--- src/rtl/dvs_aer_tx.sv ---
// Word-serial AER transmitter emulating the DVS camera side of the bus.
// Buffered events are sent as an optional Y word plus an X word over a four-phase req/ack handshake.
module dvs_aer_tx #(
  parameter int X_BITS             = 9,
  parameter int Y_BITS             = 9,
  parameter int FIFO_DEPTH         = 4,
  parameter int SETUP_CYCLES       = 1,
  parameter int MIN_EVENT_CYCLES   = 9,
  parameter int ROW_TIMEOUT_CYCLES = 100
) (
  input  logic              clk,
  input  logic              rst,
  input  logic              ev_valid,
  output logic              ev_ready,
  input  logic [X_BITS-1:0] ev_x,
  input  logic [Y_BITS-1:0] ev_y,
  input  logic              ev_pol,
  output logic [9:0]        aer,
  output logic              xsel,
  output logic              req,
  input  logic              ack,
  output logic              busy,
  output logic [15:0]       event_count
);
  localparam int EW  = X_BITS + Y_BITS + 1;
  localparam int AW  = $clog2(FIFO_DEPTH);
  localparam int AW1 = AW + 1;
  localparam int GW  = (MIN_EVENT_CYCLES < 1) ? 1 : $clog2(MIN_EVENT_CYCLES + 1);
  localparam int SW  = (SETUP_CYCLES < 1) ? 1 : $clog2(SETUP_CYCLES + 1);
  localparam int TW  = (ROW_TIMEOUT_CYCLES < 1) ? 1 : $clog2(ROW_TIMEOUT_CYCLES + 1);
  localparam logic [GW-1:0]  GAP_LOAD   = GW'(MIN_EVENT_CYCLES);
  localparam logic [SW-1:0]  SETUP_LOAD = SW'(SETUP_CYCLES);
  localparam logic [TW-1:0]  TIMEOUT    = TW'(ROW_TIMEOUT_CYCLES);
  localparam logic [AW1-1:0] DEPTH      = AW1'(FIFO_DEPTH);

  typedef enum logic [2:0] {
    IDLE   = 3'd0,
    SETUP  = 3'd1,
    REQ_HI = 3'd2,
    REQ_LO = 3'd3,
    GAP    = 3'd4
  } state_t;

  function automatic logic [9:0] y_word(input logic [Y_BITS-1:0] y);
    return {1'b0, 9'(y)};
  endfunction

  function automatic logic [9:0] x_word(input logic [X_BITS-1:0] x, input logic pol);
    return {9'(x), pol};
  endfunction

  logic [EW-1:0]     mem_r [FIFO_DEPTH];
  logic [AW1-1:0]    wr_ptr_r, rd_ptr_r;
  logic [AW1-1:0]    count_s;
  logic              full_s, empty_s, push_s, pop_s, needs_y_s;
  logic [EW-1:0]     head_s;
  logic [Y_BITS-1:0] head_y_s;
  logic [X_BITS-1:0] head_x_s;
  logic              head_pol_s;

  logic              ack_meta_r, ack_s;
  state_t            state_r;
  logic [SW-1:0]     setup_cnt_r;
  logic [GW-1:0]     gap_cnt_r;
  logic [TW-1:0]     idle_cnt_r;
  logic [Y_BITS-1:0] last_y_r, cur_y_r;
  logic              last_y_valid_r;
  logic [X_BITS-1:0] cur_x_r;
  logic              cur_pol_r;
  logic              first_rise_r;

  assign count_s    = wr_ptr_r - rd_ptr_r;
  assign full_s     = (count_s == DEPTH);
  assign empty_s    = (wr_ptr_r == rd_ptr_r);
  assign push_s     = ev_valid && !full_s;
  assign pop_s      = (state_r == IDLE) && !empty_s && (gap_cnt_r == GW'(0));
  assign head_s     = mem_r[rd_ptr_r[AW-1:0]];
  assign head_y_s   = head_s[Y_BITS-1:0];
  assign head_x_s   = head_s[Y_BITS +: X_BITS];
  assign head_pol_s = head_s[EW-1];
  assign needs_y_s  = !(last_y_valid_r && (head_y_s == last_y_r));
  assign ev_ready   = !full_s;
  assign busy       = (state_r != IDLE) || !empty_s;

  // Two-flop synchronizer for the receiver's acknowledge
  always_ff @(posedge clk or posedge rst) begin
    if (rst) begin
      ack_meta_r <= 1'b0;
      ack_s      <= 1'b0;
    end else begin
      ack_meta_r <= ack;
      ack_s      <= ack_meta_r;
    end
  end

  // Event storage; contents are meaningless once the pointers are reset
  always_ff @(posedge clk) begin
    if (push_s) begin
      mem_r[wr_ptr_r[AW-1:0]] <= {ev_pol, ev_x, ev_y};
    end
  end

  // FIFO pointers
  always_ff @(posedge clk or posedge rst) begin
    if (rst) begin
      wr_ptr_r <= AW1'(0);
      rd_ptr_r <= AW1'(0);
    end else begin
      if (push_s) wr_ptr_r <= wr_ptr_r + AW1'(1);
      if (pop_s)  rd_ptr_r <= rd_ptr_r + AW1'(1);
    end
  end

  // Handshake FSM, event pacing and row tracking
  always_ff @(posedge clk or posedge rst) begin
    if (rst) begin
      state_r        <= IDLE;
      req            <= 1'b0;
      aer            <= 10'd0;
      xsel           <= 1'b0;
      event_count    <= 16'd0;
      setup_cnt_r    <= SW'(0);
      gap_cnt_r      <= GW'(0);
      idle_cnt_r     <= TW'(0);
      last_y_r       <= Y_BITS'(0);
      last_y_valid_r <= 1'b0;
      cur_y_r        <= Y_BITS'(0);
      cur_x_r        <= X_BITS'(0);
      cur_pol_r      <= 1'b0;
      first_rise_r   <= 1'b0;
    end else begin
      if (gap_cnt_r != GW'(0)) gap_cnt_r <= gap_cnt_r - GW'(1);

      if (pop_s) begin
        idle_cnt_r <= TW'(0);
      end else if ((state_r == IDLE) && empty_s && (idle_cnt_r != TIMEOUT)) begin
        idle_cnt_r <= idle_cnt_r + TW'(1);
      end
      // A Y completion later in this block takes priority over the timeout clear
      if (idle_cnt_r == TIMEOUT) last_y_valid_r <= 1'b0;

      case (state_r)
        IDLE: begin
          if (pop_s) begin
            cur_y_r      <= head_y_s;
            cur_x_r      <= head_x_s;
            cur_pol_r    <= head_pol_s;
            first_rise_r <= 1'b1;
            setup_cnt_r  <= SETUP_LOAD;
            state_r      <= SETUP;
            if (needs_y_s) begin
              aer  <= y_word(head_y_s);
              xsel <= 1'b0;
            end else begin
              aer  <= x_word(head_x_s, head_pol_s);
              xsel <= 1'b1;
            end
          end
        end
        SETUP: begin
          setup_cnt_r <= setup_cnt_r - SW'(1);
          if (setup_cnt_r <= SW'(1)) begin
            req     <= 1'b1;
            state_r <= REQ_HI;
            if (first_rise_r) begin
              gap_cnt_r    <= GAP_LOAD;
              first_rise_r <= 1'b0;
            end
          end
        end
        REQ_HI: begin
          if (ack_s) begin
            req     <= 1'b0;
            state_r <= REQ_LO;
          end
        end
        REQ_LO: begin
          if (!ack_s) begin
            if (!xsel) begin
              last_y_r       <= cur_y_r;
              last_y_valid_r <= 1'b1;
              aer            <= x_word(cur_x_r, cur_pol_r);
              xsel           <= 1'b1;
              setup_cnt_r    <= SETUP_LOAD;
              state_r        <= SETUP;
            end else begin
              event_count <= event_count + 16'd1;
              state_r     <= GAP;
            end
          end
        end
        GAP: begin
          if (gap_cnt_r == GW'(0)) state_r <= IDLE;
        end
        default: state_r <= IDLE;
      endcase
    end
  end
endmodule

--- config.mk ---
export PLATFORM = sky130hd
export DESIGN_NAME = dvs_aer_tx
export DESIGN_NICKNAME = d
export VERILOG_FILES = /design/src/rtl/dvs_aer_tx.sv
export SDC_FILE = /design/constraint.sdc
export NUM_CORES = 1
export LEC_CHECK = 0
export ABC_AREA = 1
export BUFFER_PORTS_ARGS = -buffer_cell sky130_fd_sc_hd__buf_2
export CAP_MARGIN = 20
export CORE_ASPECT_RATIO = 1.25
export CORE_UTILIZATION = 45
export DETAILED_ROUTE_END_ITERATION = 10
export SETUP_SLACK_MARGIN = 0.2
export SLEW_MARGIN = 5
export SYNTH_ARGS = -nofsm -noshare
export SYNTH_HDL_FRONTEND = slang
export SYNTH_SLANG_ARGS = --single-unit
--- constraint.sdc ---
create_clock -name clk -period 3.39 [get_ports clk]
set_input_delay 1.017 -clock clk [delete_from_list [all_inputs] [get_ports clk]]
set_output_delay 1.017 -clock clk [all_outputs]
set_load 0.01 [all_outputs]
# Yosys cells after proc, flatten, opt, wreduce, memory -nomap -nowiden
# Memories as Yosys holds them, arrays and structs flattened.
# Cells that the tools add are included.
# op_classes
div	0
n_mul	0
n_lt_le_gt_ge	1
mux	37
shifts	0
n_addsub	7
n_reduce_logical	27
bitwise	2
n_eq_ne	15
# ops
operator	count
10-bit two-way mux	4
10-bit case mux with 2 select lines	1
3-bit two-way mux	6
16-bit by 1-bit adder with 16-bit output, second input constant	1
4-bit two-way mux	4
1-bit two-way mux	15
3-bit case mux with 5 select lines	1
3-bit AND reduction	5
7-bit two-way mux	2
2-bit inequality test, second input constant	6
9-bit == test	1
4-bit AND reduction	2
2-bit nonzero test	4
7-bit by 1-bit adder with 7-bit output, second input constant	1
7-bit == test, second input constant	1
7-bit inequality test, second input constant	1
3-bit by 1-bit adder with 3-bit output, second input constant	2
3-bit by 2-bit == test with 1-bit output, second input constant	2
3-bit == test, second input constant	2
1-bit logical AND	6
1-bit case mux with 2 select lines	3
3-bit nonzero test	2
5-bit AND reduction	1
4-bit zero test	1
other kinds (13)	15
# word_totals
rom_bits	0
n_memories	1
latchBits	0
elab_cells	108
inputBits	23
mem_bits_rw	76
output_inout_bits	30
ff_bits	81
# memory_table
name	depth	word_bits	rd	rd_ports_with_merged_regs	wr	line_no	text
mem_r	4	19	1	0	1	52	logic [EW-1:0] mem_r [FIFO_DEPTH];

# Longest topological paths before layout
# Gate-level depths: netlist of the first run.
# depth
depth_word	6
mapped_depth	15
depth_no_buf	13

# Worst setup path before layout of the first run
# OpenSTA, ideal clock, no wires.
# synth_path
path_type	register -> register
start	register rd_ptr_r[1]
end	memory mem_r[3][0] (netlist bit) (enable)
synth_period_minus_slack_ps	3090
arrival_ps	2692
stages_incl_launch_ff	11
setup_ps	397
n_path_buf	3
setup_slack_ps	300
path_cell_list	dfrtp_1 buf_6 inv_4 buf_6 clkbuf_1 ha_1 a21oi_1 or2_2 nand4_1 nand2_1 nor2_1
# synth_between
elab_chain_cells	6
# synth_lines
element	line_no	text
start: declaration	53	logic [AW1-1:0] wr_ptr_r, rd_ptr_r;
start signal: assignment	110	if (pop_s) rd_ptr_r <= rd_ptr_r + AW1'(1);
3-bit subtractor	72	assign count_s = wr_ptr_r - rd_ptr_r;
3-bit == test	73	assign full_s = (count_s == DEPTH);
1-bit zero test	-	
via ev_ready	14	output logic ev_ready,
1-bit logical AND	75	assign push_s = ev_valid && !full_s;
1-bit two-way mux	98	if (push_s) begin
1-bit two-way mux (implied by the code)	99	mem_r[wr_ptr_r[AW-1:0]] <= {ev_pol, ev_x, ev_y};
end: declaration	52	
# The timed path passes the listed nets, and every way through them passes these cells.

# Worst setup path in the final report of the first run
# layout_path
start	register rd_ptr_r[1]
end	output ev_ready
# layout_between
elab_chain_cells	3
# layout_lines
element	line_no	text
3-bit subtractor	72	
3-bit == test	73	
1-bit zero test	82	assign ev_ready = !full_s;
end: declaration	14	
# Every way passes these cells.

==> flow_summary.ini, run 1 <==
[placed_design]
io_buffer_count = 52
place_congestion = 0.8042
placedCellCount = 901
dpl.hpwl_mm = 9.685

[worst_setup_path]
crit_required_ns = 2.37
cp_slowest_stage_delay_ns = 0.40
worst-setup-path-type = reg2out
crit_path_end = ev_ready
regToRegEndpoint = aer[3]$_DFFE_PP0P_
worstSetupStartpoint = rd_ptr_r[1]$_DFFE_PP0P_
path_cells = inv_4, ha_1, a21oi_1, or2_2, nand4_1, buf_2
r2r_cells = 12
crit_cells = 6
rr_startpoint = rd_ptr_r[0]$_DFFE_PP0P_
cp_num_buf_inv = 2
crit_fanout = 22
crit_family = flip-flops
r2r_slack_ns = 0.99
cp-start-kind = flop
critPathArrivalTime_ns = 1.99
endpoint_kind = output pin
cp_slowest_cell = dfrtp_1

[clock_tree]
cts_resized = 0
htree_num_levels = 4
cts_buffers = 17
clkTransAtPathRegs_ns = 0.06
clk_latency_ns = 0.42
holdBufCountCts = 0
cts_tree = done
post-cts-setup-buffer-count = 0
root_buffer = clkbuf_16
clk_path_buf_depth = 2
cts_sinks = 156

[global_route]
globalRouteOverflowTotal = 0
grtUsageTotal_pct = 19.65
grt_pass1_wl_mm = 23.76
grt_pass1_vias = 4770
grt_antenna_before_repair = 0
grt_max_degree = 51

[detailed_routing]
num_vias = 4869
first_iter_violations = 263
via_per_inst = 5.219
drcViolationCount = 0
dr.pass1.iters = 5
antenna_left = 0
drt_wl_total_mm = 14.32
post_drt_wl_per_cell_um = 15.34

[synth]
syn_area_sq_um = 6892
synthCells = 679
muxShareOfSynthArea_pct = 0.1634
synth_cell_types = 38
ys_top_cells_by_area = edfxtp_1 (33%), dfrtp_1 (29%), nand2_1 (9.0%)
synth_nets = 713
yosysSeqAreaShare_pct = 62.16
yosys_warnings = 0
synth_top_family_by_area = simple AND/OR/NAND/NOR gates
ys_seq_elements = 156
yosysTopAreaCell = edfxtp_1
synthXorXnorAreaFrac_pct = 2.796
synth_top_cell_area_share_pct = 33.12
synth.avg_cell_area_sq_um = 10.15
async_flop_share_pct = 51.28
synthFlopType = dfrtp_1
synth-edff-count = 76
synth_compound_area_share_pct = 6.845
yosys.area_share.simple_pct = 20.79
synthAdderAreaFrac_pct = 1.997

[power]
vdd_drop_max_mv = 0.3710
pwr_density_cell_nw_per_um2 = 923.7
total_power_mw = 7.307
p_leak_nw = 3.605

[run_status]
status = finished clean

[finish]
fin_nets = 772
final_cell_mix = nand2_1 (165), dfrtp_1 (80), edfxtp_1 (76), nand3_1 (56), inv_1 (56)
n_antenna_cell = 0
layout_commonest_cell = nand2_1
stdcell_count = 933
syn2layout_area_growth_pct = 14.78
final_core_util_pct = 52.90
final_layout_size_suffix_gt1_share_pct = 17.58

[floorplanning]
dieArea_sq_um = 15820
rows = 50
core_sq_um = 14950
die_h_um = 140.4
start_util_pct = 46.09
top_level_ports = 53
die_w_um = 112.7

[sta]
whs_ns = 0.3576
worstMarginPinSlew_ns = 0.8749
relSlewSlack_pct = 41.60
min_period_ns = 3.006
setup_tns_ns = 0
skew_ns = 0.006297
grt_setup_unrepaired = false
timing.fmax_mhz = 332.7
hold_viol = 0
slew_violations = 0
min_period_over_period_pct = 88.66
finalSetupViolCount = 0

[worst_hold_path]
hold_class = reg2reg

[flow_run]
maxCapViolations = 0
==> worst register-to-register path: cells and delay by family (launching register included) <==
kind | cells | cell delay (ns)
DFF | 1 | 0.48
and+or+nand+nor | 11 | 1.30
buffers and inverters | 1 | 0.51
==> metrics by stage <==
step           worst slack, ns  instance area [sq um]
6_report                0.3844                   7910
5_1_grt                 0.2859                   7910
4_1_cts                 0.3493                   7910
3_5_place_dp            0.8167                   7330
3_3_place_gp            0.8640                   7330
2_1_floorplan           0.3002                   6892
==> synth_stat cells, types with 2 or more instances <==
| cell type | count |
|---|---|
| ha_1 | 11 |
| nand4_1 | 3 |
| nand3b_1 | 2 |
| inv_2 | 4 |
| dfrtp_1 | 80 |
| nand2_1 | 165 |
| a21oi_1 | 27 |
| buf_6 | 5 |
| or2_2 | 2 |
| nor2_1 | 51 |
| nor3_1 | 5 |
| nor2_2 | 6 |
| edfxtp_1 | 76 |
| nand3_2 | 9 |
| nand2_2 | 9 |
| xor2_1 | 16 |
| clkbuf_1 | 11 |
| inv_1 | 57 |
| o22ai_1 | 9 |
| buf_2 | 4 |
| xnor2_1 | 6 |
| nand3_1 | 56 |
| o21ai_0 | 49 |
| nor2_4 | 2 |
==> layout make-up <==
cell class	count	area (sq um)
well taps	182	227.7
inverters	62	236.5
flip-flops and latches	156	4284
clock inverters	11	120.1
multi-input cells	439	2246
repair buffers	62	335.3
fillers	1340	7042
clock buffers	21	460.4
==> logic make-up (layout without fill, tap and decap cells) <==
kind of cell,Yosys count,in the layout
simple gates,316,316
flops,156,156
compound gates,89,89
buf+inv,84,156
xor+xnor,22,22
fa+ha+maj,11,11
mux,1,1
==> state kept, by name, summed over array words and instances, names as in the netlist, 3 cells and up <==
register	count
aer	10
cur_x_r	9
cur_y_r	9
event_count	16
gap_cnt_r	4
idle_cnt_r	7
last_y_r	9
mem_r	76
rd_ptr_r	3
state_r	3
wr_ptr_r	3
==> per-layer routing <==
layer | track usage, % | routed length (um)
met5 | 0 | 0
met4 | 8.772 | 330
met3 | 3.851 | 448
met2 | 33.50 | 7305
met1 | 24.15 | 6232
==> where the power goes <==
group / internal, mW / leakage [nW] / switching [mW] / total, mW
Clock: 1.12 / 0.280 / 0.731 / 1.85
Combinational: 0.830 / 1.63 / 1.75 / 2.58
Sequential: 2.59 / 1.70 / 0.281 / 2.87
==> how the worst min path moves through the flow <==
stage | from | to | depth (start not counted) | slack [ns]
finish | ack_meta_r$_DFF_PP0_ | ack_s$_DFF_PP0_ | 0 | 0.36
global route | ack_meta_r$_DFF_PP0_ | ack_s$_DFF_PP0_ | 0 | 0.37
global placement | ack_meta_r$_DFF_PP0_ | ack_s$_DFF_PP0_ | 0 | 0.34
detailed placement | ack_meta_r$_DFF_PP0_ | ack_s$_DFF_PP0_ | 0 | 0.34
CTS | ack_meta_r$_DFF_PP0_ | ack_s$_DFF_PP0_ | 0 | 0.36
floorplan | ack_meta_r$_DFF_PP0_ | ack_s$_DFF_PP0_ | 0 | 0.33
Note: power is estimated with default switching activity, not from simulation.
==> run 2: changes to the inputs <==
--- a/config.mk
+++ b/config.mk
@@ -10,7 +10,9 @@
 export CAP_MARGIN = 20
 export CORE_ASPECT_RATIO = 1.25
 export CORE_UTILIZATION = 45
+export CTS_CLUSTER_DIAMETER = 40
 export DETAILED_ROUTE_END_ITERATION = 10
+export REMOVE_ABC_BUFFERS = 1
 export SETUP_SLACK_MARGIN = 0.2
 export SLEW_MARGIN = 5
 export SYNTH_ARGS = -nofsm -noshare
==> run 2 against run 1 <==
Critical path depth unchanged. Setup slack improved by 0.013 ns. Critical endpoint unchanged. First-iteration DRC count increased by 7.6%. Largest power group unchanged. Highest routed layer unchanged. Largest cell class unchanged. Sequential power is essentially flat. Non-clock buffer count stayed put. Worst hold slack better by 0.0069 ns. Clock power is essentially flat. Maximum frequency rose by 0.43%.
==> flow_summary.ini, run 2 (synthesis gave the netlist of run 1 again) <==
[run_status]
status = finished clean

[clock_tree]
cts_resized = 0
htree_num_levels = 4
cts_buffers = 17
post-cts-setup-buffer-count = 0
clkTransAtPathRegs_ns = 0.06
cts_tree = done
clk_path_buf_depth = 2
cts_sinks = 156
root_buffer = clkbuf_16
holdBufCountCts = 0
clk_latency_ns = 0.43

[placed_design]
pre_cts_ws_ns = 0.8283
place_congestion = 0.7783
dpl.hpwl_mm = 9.607
io_buffer_count = 52

[sta]
skew_ns = 0.01123
setup_tns_ns = 0
min_period_ns = 2.993
min_period_over_period_pct = 88.28
relSlewSlack_pct = 54.62
timing.fmax_mhz = 334.2
grt_setup_unrepaired = false
finalSetupViolCount = 0
layout_setup_ws_ns = 0.3974
hold_viol = 0
slew_violations = 0
worstMarginPinSlew_ns = 0.6806

[worst_setup_path]
critPathArrivalTime_ns = 1.98
cp-start-kind = flop
crit_required_ns = 2.37
crit_fanout = 22
worst-setup-path-type = reg2out
endpoint_kind = output pin

[detailed_routing]
num_vias = 4830
drcViolationCount = 0
first_iter_violations = 283
wl_met2_mm = 7.107
wl_met3_um = 526
post_drt_wl_per_cell_um = 15.35
dr.max_layer_used = met4
drt_wl_total_mm = 14.29
antenna_left = 0
via_per_inst = 5.188
dr.pass1.iters = 5
wl_met1_mm = 6.382

[power]
vdd_drop_max_mv = 0.4073
p_leak_nw = 3.593
pwr_density_cell_nw_per_um2 = 922.6

[floorplanning]
die_w_um = 112.7
rows = 50
core_sq_um = 14950
dieArea_sq_um = 15820
top_level_ports = 53
start_util_pct = 46.09
die_h_um = 140.4

[global_route]
grtUsageTotal_pct = 19.65
grt_pass1_vias = 4683
grt_pass1_wl_mm = 23.63
globalRouteOverflowTotal = 0
grt_antenna_before_repair = 0
grt_max_degree = 44

[flow_run]
maxCapViolations = 0

[finish]
layout_commonest_cell = nand2_1
final_layout_size_suffix_gt1_share_pct = 17.36
n_antenna_cell = 0
final_cell_mix = nand2_1 (165), dfrtp_1 (80), edfxtp_1 (76), nand3_1 (56), inv_1 (56)
syn2layout_area_growth_pct = 14.94
largest_reg_flops = 76
fin_nets = 772

[worst_hold_path]
hold_class = reg2reg
[run 2: changes by cell type in the layout (fill, tap and decap cells not counted), sizes merged]
| cell | change |
|---|---|
| bufinv | +1 |
| clkbuf | -4 |
| clkinv | -3 |
| clkinvlp | +3 |
| inv | +1 |
[run 2: metal layers]
layer | vias to the layer above | track usage (%)
met3 | 19 | 4.457
met2 | 119 | 31.71
li1 | 2368 | -
met4 | 0 | 8.842
met1 | 2324 | 25.27
met5 | - | 0
[run 2: final timing paths]
check                                              from                         to  slack (ns)  cells after the start
worst max-delay path            rd_ptr_r[1]$_DFFE_PP0P_                   ev_ready        0.40                      6
worst min-delay path               ack_meta_r$_DFF_PP0_            ack_s$_DFF_PP0_        0.36                      0
worst max register to register  rd_ptr_r[0]$_DFFE_PP0P_         aer[6]$_DFFE_PP0P_        0.93                     12
worst min register to register     ack_meta_r$_DFF_PP0_            ack_s$_DFF_PP0_        0.36                      0
max in group asynchronous                           rst         aer[8]$_DFFE_PP0P_        2.07                      3
min in group asynchronous                           rst  idle_cnt_r[0]$_DFFE_PP0P_        0.67                      2
[run 2: critical path: stages, from the launching register on]
cell,delay [ns]
dfrtp_1,0.40
inv_4,0.24
ha_1,0.32
a21oi_1,0.20
or2_2,0.14
nand4_1,0.10
buf_2,0.17
[run 2: power breakdown]
part / switching, mW / internal, mW
combinational: 1.72 / 0.836
sequential: 0.290 / 2.59
clock: 0.732 / 1.14
[run 2: per-stage QoR]
| stage | util [%] | cells | hold WS [ns] | total power [mW] | instance area, sq um |
|---|---|---|---|---|---|
| global placement | 49.12 | 901 | 0.3425 | 5.417 | 7345 |
| finish | 52.98 | 931 | 0.3644 | 7.308 | 7921 |
| CTS | 52.98 | 931 | 0.3670 | 7.395 | 7921 |
| floorplan | - | 657 | 0.3312 | 4.647 | 6765 |
| global route | 52.98 | 931 | 0.3927 | 7.869 | 7921 |
| detailed placement | 49.12 | 901 | 0.3395 | 5.500 | 7345 |
[run 2: area by class of cell]
type / instances / area [sq um]
clock buffers: 17 / 425.4
well taps: 182 / 227.7
fillers: 1299 / 7030
inverters: 62 / 236.5
flip-flops and latches: 156 / 4284
multi-input cells: 439 / 2248
repair buffers: 62 / 347.8
clock inverters: 13 / 151.4
==> run 3: changes to the inputs <==
--- a/config.mk
+++ b/config.mk
@@ -5,7 +5,6 @@
 export SDC_FILE = /design/constraint.sdc
 export NUM_CORES = 1
 export LEC_CHECK = 0
-export ABC_AREA = 1
 export BUFFER_PORTS_ARGS = -buffer_cell sky130_fd_sc_hd__buf_2
 export CAP_MARGIN = 20
 export CORE_ASPECT_RATIO = 1.25
==> run 3 against run 2 <==
Core utilization grew 1.1 points. Via count shrank 19%. Flip-flop and latch count is the same. Worst hold slack lost 0.0022 ns. Count of clock-buffer cells in the layout grew 3. Synthesized cell count shrank 29%. Global-route usage shrank 1.8 points. Clock power grew 4%. Largest power group unchanged. Highest routed layer unchanged.
==> flow_summary.ini, run 3 <==
[detailed_routing]
drt_wl_total_mm = 12.57
post_drt_wl_per_cell_um = 16.94
num_vias = 3907
drcViolationCount = 0
via_per_inst = 5.265
first_iter_violations = 208
dr.pass1.iters = 4
antenna_left = 0

[synth]
synth-edff-count = 76
yosys_warnings = 0
yosysSeqAreaShare_pct = 64.65
synth_top_cell_area_share_pct = 34.44
synthFlopType = dfrtp_1
async_flop_share_pct = 51.28
synth_cell_types = 44
yosysMostFrequentCell = nand2_1
yosysTopAreaCell = edfxtp_1
synth.avg_cell_area_sq_um = 13.80
syn_area_sq_um = 6626
synthCells = 480
ys_seq_elements = 156
synth_common_cells = nand2_1 (82), dfrtp_1 (80), edfxtp_1 (76), xnor2_1 (30), nor2_1 (28)
ys_top_cells_by_area = edfxtp_1 (34%), dfrtp_1 (30%), mux4_2 (5.1%)

[power]
p_leak_nw = 3.222
power_switching_mw = 2.275
pwr_density_cell_nw_per_um2 = 909.9
vdd_drop_max_mv = 0.4245
pwr-share-seq_pct = 41.6
intPower_mw = 4.812
clkPwrFrac_pct = 27.5
swShare_pct = 32.10
p_comb_share_pct = 30.9

[global_route]
globalRouteOverflowTotal = 0
grt_max_degree = 81
grt_pass1_wl_mm = 20.49
grtUsageTotal_pct = 17.85
grt_pass1_vias = 3995
grt_antenna_before_repair = 0

[sta]
min_period_over_period_pct = 88.16
setup_tns_ns = 0
min_period_ns = 2.989
whs_ns = 0.3622
grt_setup_unrepaired = false
timing.fmax_mhz = 334.6
slew_violations = 0
worstMarginPinSlew_ns = 0.8692
hold_viol = 0
skew_ns = 0.009467
relSlewSlack_pct = 42.05
finalSetupViolCount = 0

[worst_setup_path]
crit_required_ns = 2.37
rr_startpoint = rd_ptr_r[0]$_DFFE_PP0P_
worst-setup-path-type = reg2out
worstSetupStartpoint = rd_ptr_r[0]$_DFFE_PP0P_
path_cells = ha_1, nand2_1, nor2_2, nand2_1, buf_2
cp_slowest_cell = dfrtp_1
cp-start-kind = flop
endpoint_kind = output pin
crit_fanout = 11
cp_slowest_stage_delay_ns = 0.58
path_common_cell = nand2_1
critPathArrivalTime_ns = 1.97

[run_status]
status = finished clean

[floorplanning]
top_level_ports = 53
dieArea_sq_um = 15220
start_util_pct = 45.99
core_sq_um = 14410
die_w_um = 110.5
die_h_um = 137.7
rows = 49

[clock_tree]
cts_buffers = 17
clk_path_buf_depth = 2
htree_num_levels = 4
cts_resized = 0
cts_tree = done
clkTransAtPathRegs_ns = 0.05
cts_sinks = 156
holdBufCountCts = 0
root_buffer = clkbuf_16
post-cts-setup-buffer-count = 0
clk_latency_ns = 0.42

[finish]
final_cell_mix = nand2_1 (82), dfrtp_1 (80), edfxtp_1 (76), buf_2 (52), xnor2_1 (30)
fillers = 1181
n_antenna_cell = 0
largest_reg_flops = 76
layout_commonest_cell = nand2_1
final_layout_size_suffix_gt1_share_pct = 25.00
syn2layout_area_growth_pct = 17.52
fin_nets = 585

[placed_design]
io_buffer_count = 52
place_congestion = 0.7604
dpl.hpwl_mm = 8.316

[worst_hold_path]
hold_class = reg2reg
min_from = ack_meta_r$_DFF_PP0_

[flow_run]
maxCapViolations = 0
[run 3: cell count changes after synthesis, moves of 9 or more]
cell     change
xor2_1      -10
xnor2_1     +24
nand3_1     -47
mux4_2      +15
inv_1       -47
mux2i_1     +15
nand2_2      -9
mux2_2      +19
a21oi_1     -17
o21ai_1      +9
nand3_2      -9
nand2_1     -83
o21ai_0     -35
nor2_1      -23
[run 3: layout make-up]
type | instances | area, sq um | area share (%)
clock buffers | 20 | 436.7 | 5.607
clock inverters | 12 | 171.4 | 2.201
inverters | 10 | 38.79 | 0.4981
multi-input cells | 298 | 2241 | 28.78
flip-flops and latches | 156 | 4284 | 55.01
well taps | 178 | 222.7 | 2.860
repair buffers | 68 | 392.9 | 5.045
[run 3: layer usage]
metal | up-vias | global-route usage, % | wire, um
met1 | 1954 | 21.08 | 5370
met3 | 18 | 3.212 | 327
met4 | 0 | 8.148 | 243
met2 | 64 | 31.92 | 6632
met5 | - | 0 | 0
li1 | 1871 | - | -
[run 3: path summary, 6_finish.rpt]
| kind | cells past startpoint | slack, ns | endpoint |
|---|---|---|---|
| worst max-delay path | 5 | 0.40 | busy |
| worst min-delay path | 0 | 0.36 | ack_s$_DFF_PP0_ |
| worst max register to register | 8 | 0.56 | aer[8]$_DFFE_PP0P_ |
| worst min register to register | 0 | 0.36 | ack_s$_DFF_PP0_ |
| max in group asynchronous | 3 | 2.37 | state_r[2]$_DFFE_PP0P_ |
| min in group asynchronous | 3 | 0.66 | gap_cnt_r[0]$_DFF_PP0_ |
[run 3: through the flow]
stage,power (mW),worst slack [ns],utilization [%],area [sq um],instances
finish,7.086,0.4014,54.05,7787,742
detailed placement,5.206,0.5215,49.81,7177,710
floorplan,4.457,-0.1295,-,6548,464
CTS,7.173,0.2891,54.03,7785,742
global placement,5.122,0.5427,49.81,7177,710
global route,7.500,0.2607,54.05,7787,742
[run 3: kinds of logic after synthesis]
group,synth area share [%]
DFF,64.65
and+or+nand+nor,10.61
muxes,12.35
AOI/OAI and AO/OA,3.550
xor gates and xnor gates,5.004
buffers and inverters,1.756
adders and majority gates,2.077
[run 3: worst max-delay path, delay by kind of cell (launching register included)]
kind / cells / cell delay, ns
buffers and inverters: 1 / 0.16
and+or+nand+nor: 3 / 0.41
DFF: 1 / 0.58
adders and majority gates: 1 / 0.40
[run 3: power by group through the flow]
stage                     Sequential (mW)  Combinational (mW)  Clock, mW
final                                2.95                2.19       1.95
after detailed placement             2.99                2.22          0
after global routing                 3.01                2.43       2.06
after floorplan                      2.99                1.46          0
after global placement               2.97                2.15          0
after CTS                            2.96                2.23       1.99
